<file path="config.mk">
export PLATFORM = sky130hd
export DESIGN_NAME = sync_fifo
export DESIGN_NICKNAME = d
export VERILOG_FILES = /design/src/rtl/fifo_pkg.sv /design/src/rtl/sync_fifo.sv
export SDC_FILE = /design/constraint.sdc
export NUM_CORES = 1
export LEC_CHECK = 0
export ABC_AREA = 1
export BUFFER_PORTS_ARGS = -buffer_cell sky130_fd_sc_hd__buf_2
export CORE_ASPECT_RATIO = 0.9
export CORE_MARGIN = 2
export CORE_UTILIZATION = 28
export DETAILED_ROUTE_END_ITERATION = 8
export GPL_TIMING_DRIVEN = 0
export HOLD_SLACK_MARGIN = 0.15
export MAX_ROUTING_LAYER = met4
export REMOVE_ABC_BUFFERS = 1
export SYNTH_ARGS = -nofsm -noshare
export SYNTH_HDL_FRONTEND = slang
export SYNTH_SLANG_ARGS = --single-unit
</file>
<file path="constraint.sdc">
create_clock -name clk -period 2 [get_ports clk]
set_input_delay 0.4 -clock clk [delete_from_list [all_inputs] [get_ports clk]]
set_output_delay 0.4 -clock clk [all_outputs]
set_load 0.03 [all_outputs]
</file>
<file path="src/rtl/fifo_pkg.sv">
// fifo_pkg: default geometry and derived widths shared by the FIFO and its users
//   FIFO_WIDTH  default data word width
//   FIFO_DEPTH  default number of entries (power of two, >= 4)
//   ADDR_W      pointer width for the default depth
//   CNT_W       occupancy counter width (one extra bit so "full" is representable)
package fifo_pkg;
    localparam int FIFO_WIDTH = 16;
    localparam int FIFO_DEPTH = 8;
    localparam int ADDR_W     = $clog2(FIFO_DEPTH);
    localparam int CNT_W      = ADDR_W + 1;
endpackage

</file>
<file path="src/rtl/sync_fifo.sv">
// sync_fifo: single-clock FIFO with registered ack/error pulses and count-derived status
//   clk, rst     clock and synchronous active-high reset
//   data_in      write data, stored when wr_en is set and the FIFO is not full
//   wr_en/rd_en  write/read requests
//   data_out     registered read data, updated the cycle after an accepted read
//   wr_ack       write accepted last cycle
//   overflow     write rejected (full) last cycle
//   underflow    read rejected (empty) last cycle
//   full/empty/almostfull/almostempty  combinational occupancy flags
module sync_fifo #(
    parameter int FIFO_WIDTH = fifo_pkg::FIFO_WIDTH,
    parameter int FIFO_DEPTH = fifo_pkg::FIFO_DEPTH
) (
    input  logic                  clk,
    input  logic                  rst,
    input  logic [FIFO_WIDTH-1:0] data_in,
    input  logic                  wr_en,
    input  logic                  rd_en,
    output logic [FIFO_WIDTH-1:0] data_out,
    output logic                  wr_ack,
    output logic                  overflow,
    output logic                  underflow,
    output logic                  full,
    output logic                  empty,
    output logic                  almostfull,
    output logic                  almostempty
);
    localparam int AW = $clog2(FIFO_DEPTH);
    localparam int CW = AW + 1;

    logic [FIFO_WIDTH-1:0] mem [FIFO_DEPTH];
    logic [AW-1:0]         wr_ptr_q, rd_ptr_q;
    logic [CW-1:0]         count_q;
    logic [FIFO_WIDTH-1:0] data_out_q;
    logic                  wr_ack_q, overflow_q, underflow_q;
    logic                  wr_ok, rd_ok;

    assign full        = count_q == CW'(FIFO_DEPTH);
    assign empty       = count_q == '0;
    assign almostfull  = count_q == CW'(FIFO_DEPTH - 1);
    assign almostempty = count_q == CW'(1);

    // Gating on pre-cycle full/empty gives read-only when full and write-only when empty.
    assign wr_ok = wr_en && !full;
    assign rd_ok = rd_en && !empty;

    always_ff @(posedge clk) begin
        if (wr_ok && !rst)
            mem[wr_ptr_q] <= data_in;
    end

    always_ff @(posedge clk) begin
        if (rst) begin
            wr_ptr_q    <= '0;
            rd_ptr_q    <= '0;
            count_q     <= '0;
            data_out_q  <= '0;
            wr_ack_q    <= 1'b0;
            overflow_q  <= 1'b0;
            underflow_q <= 1'b0;
        end else begin
            wr_ack_q    <= wr_ok;
            overflow_q  <= wr_en && full;
            underflow_q <= rd_en && empty;
            if (wr_ok)
                wr_ptr_q <= wr_ptr_q + AW'(1);
            if (rd_ok) begin
                rd_ptr_q   <= rd_ptr_q + AW'(1);
                data_out_q <= mem[rd_ptr_q];
            end
            count_q <= count_q + CW'(wr_ok) - CW'(rd_ok);
        end
    end

    assign data_out  = data_out_q;
    assign wr_ack    = wr_ack_q;
    assign overflow  = overflow_q;
    assign underflow = underflow_q;
endmodule

</file>
==> flow_summary.toml <==
[run_status]
outcome = "completed"

[clock_tree]
cts_tree = "built"
clock-root-buffer = "clkbuf_16"
max-clock-path-buffers = 2
htree_num_levels = 4
cts-hold-fix-buffers = 0
insertion_delay_ns = 0.42
cts_sinks = 157
cts_made_buffers = 17
clk_pin_slew_ns = 0.06

[worst_setup_path]
timing_worst_setup_path_type = "flop to flop"
cp_num_buf_inv = 4
startpoint = "count_q[2]$_SDFF_PP0_"
reg2reg_slack_ns = 0.06
crit_path_top_delay_cell = "fa_2"
end_kind = "flop"
worstPathCellList = "inv_4, ha_4, nand3_4, nand2_8, inv_16, ha_4, inv_2, ha_4, inv_2, fa_2, nor2_2"
crit_top_cell = "ha_4"
cp-start-kind = "flop"
max_stage_delay_ns = 0.53
regToRegStartpoint = "count_q[2]$_SDFF_PP0_"
worstPathArrival_ns = 2.23
worstPathMaxFanout = 3
worstRegToRegCells = 11
critical_path.top_delay_family = "adder cells"
reg2reg_to = "count_q[1]$_SDFF_PP0_"
required_ns = 2.29

[sta]
hold_ws_ns = 0.2460
setup_tns_ns = 0
finalMaxSlewViolations = 0
tightestPinTransition_ns = 0.7056
rsz0062_at_grt = "true"
fmax_ghz = 0.5148
finalCritPeriodShare = 0.9712
finalCriticalPeriod_ns = 1.942
hold_violations = 0
worst_slack_ns = 0.05767
finalClockSkew_ns = 0.006984
setup_viol = 0
max-slew-margin-rel = 0.5296

[flow_run]
maxCapViolCount = 0

[finish]
stdcell_count = 1038
regArea_um2 = 4438
layout_common_cells = "nand2_1 (187), edfxtp_1 (128), inv_1 (107), nand3_1 (97), buf_2 (42)"
post-route-util = 0.3513
layout.cells.most_common = "nand2_1"
design_area_um2 = 8200
drive_above_1_share = 0.1918
num-fill-cells = 2314
layout.nets = 752
area_delta_synth_final_pct = 23.64
multi_input_area_um2 = 1757

[synthesis]
synth-seq-cells = 157
seq_area_frac_synth = 0.6670
syn_inst = 652
synth_cell_types = 23
synth_area_leader_cell = "edfxtp_1"
ys_warn_count = 0
synth_top_area_share = 0.5795
synth.avg_cell_area_um2 = 10.17
netlist_top_cells_area = "edfxtp_1 (58%), nand2_1 (11%), dfxtp_1 (8.8%)"
syn-cell-area_um2 = 6633

[place]
dp_slack_ns = -0.8973
io_buffer_count = 42
hpwl_um = 8527
placed_cell_area_um2 = 7237
place_inst = 976
gp_congestion = 0.7454

[die]
start_util = 0.2841
die_w_um = 166.2
dieHeight_um = 150.0
dieArea_um2 = 24940
rows = 53
coreArea_um2 = 23340
ios = 43

[pwr]
power_mw = 9.753
p_per_area_nw_per_um2 = 1189
ir_drop_v = 0.0007265
p_leak_nw = 3.435

[global_route]
grt_max_degree = 67
grt_pass1_vias = 4187
grt_remaining_overflow = 0
antenna_found_initial = 1
grt_pass1_wl_um = 24250
grtUsageTotal = 0.1343

[detailed_routing]
drc = 0
drt-total-wl_um = 15820
viasPerCell = 4.333
dr.pass1.iters = 4
wl_per_cell_um = 15.24
final_antenna_net_count = 0
drt-initial-drc-count = 326
vias = 4498

[hold_path]
hold_depth = 1
hp-class = "input port to flop"
hold_end = "mem[3][13]$_DFFE_PP_"
worstHoldStart = "data_in[13]"
-- area by class of cell --
type                    count  share of cell area
well taps                 302             0.04608
multi-input cells         351              0.2142
repair inverters            1           0.0009155
inverters                 116             0.05630
clock buffers              21             0.05371
diodes                      1           0.0003052
repair buffers             78             0.07507
flip-flops and latches    157              0.5412
clock inverters            11             0.01221
-- layer usage --
metal,up-vias,track usage,part of all wire
met3,21,0.03967,0.058
met1,2116,0.1694,0.44
li1,2239,-,-
met5,-,-,0
met4,0,0.03793,0.012
met2,122,0.2114,0.49
-- registers in the layout, indices dropped and copies added (netlist names) --
register	flops
wr_ptr_q	3
underflow	1
rd_ptr_q	3
count_q	4
mem	128
wr_ack	1
data_out	16
overflow	1
-- cells in the mapped netlist --
library cell / n
clkinv_1: 1
nor2_1: 19
buf_2: 15
and3_1: 1
nand3_2: 1
fa_1: 1
nand2_1: 190
o21ai_0: 6
inv_2: 3
inv_1: 112
a211oi_1: 1
ha_1: 9
buf_4: 5
a21oi_1: 20
dfxtp_1: 29
xor2_1: 1
nand3_1: 98
nor3b_1: 1
buf_6: 5
nand2_2: 1
edfxtp_1: 128
nor3_1: 1
clkbuf_1: 4
-- power by group --
part           internal (mW)  switching, mW  total [mW]
clock                   1.80           1.19        3.00
combinational          0.942           1.72        2.66
sequential              3.80          0.290        4.09
-- how the worst max path moves through the flow --
stage	slack (ns)	endpoint	depth (start not counted)
after CTS	0.02	count_q[2]$_SDFF_PP0_	11
after detailed placement	-0.90	count_q[2]$_SDFF_PP0_	12
after floorplan	-0.62	data_out[0]$_SDFFE_PP0P_	6
after global routing	-0.02	count_q[1]$_SDFF_PP0_	11
final	0.06	count_q[1]$_SDFF_PP0_	11
after global placement	-2.23	data_out[0]$_SDFFE_PP0P_	6
-- worst register-to-register path, stage by stage (launching register included) --
cell and delay (ns):
dfxtp_2 0.33, inv_4 0.07, ha_4 0.15, nand3_4 0.09, nand2_8 0.13, inv_16 0.06, ha_4 0.21, inv_2 0.06
ha_4 0.12, inv_2 0.04, fa_2 0.53, nor2_2 0.03
-- kinds of logic after synthesis --
kind of cell    synth area share
simple gates              0.1975
flops                     0.6670
buf+inv                  0.09338
compound gates           0.02075
fa+ha+maj                0.02000
xor+xnor                0.001321
-- timing repair --
item | CTS | global route
gates cloned | 2 | 0
endpoints found under the hold margin | 0 | 0
setup endpoints to repair | 130 | 146
buffers inserted | 21 | 6
gates resized for setup | 32 | 15
pin swaps | 12 | 5
No activity file was read; power rests on OpenSTA's default activity.
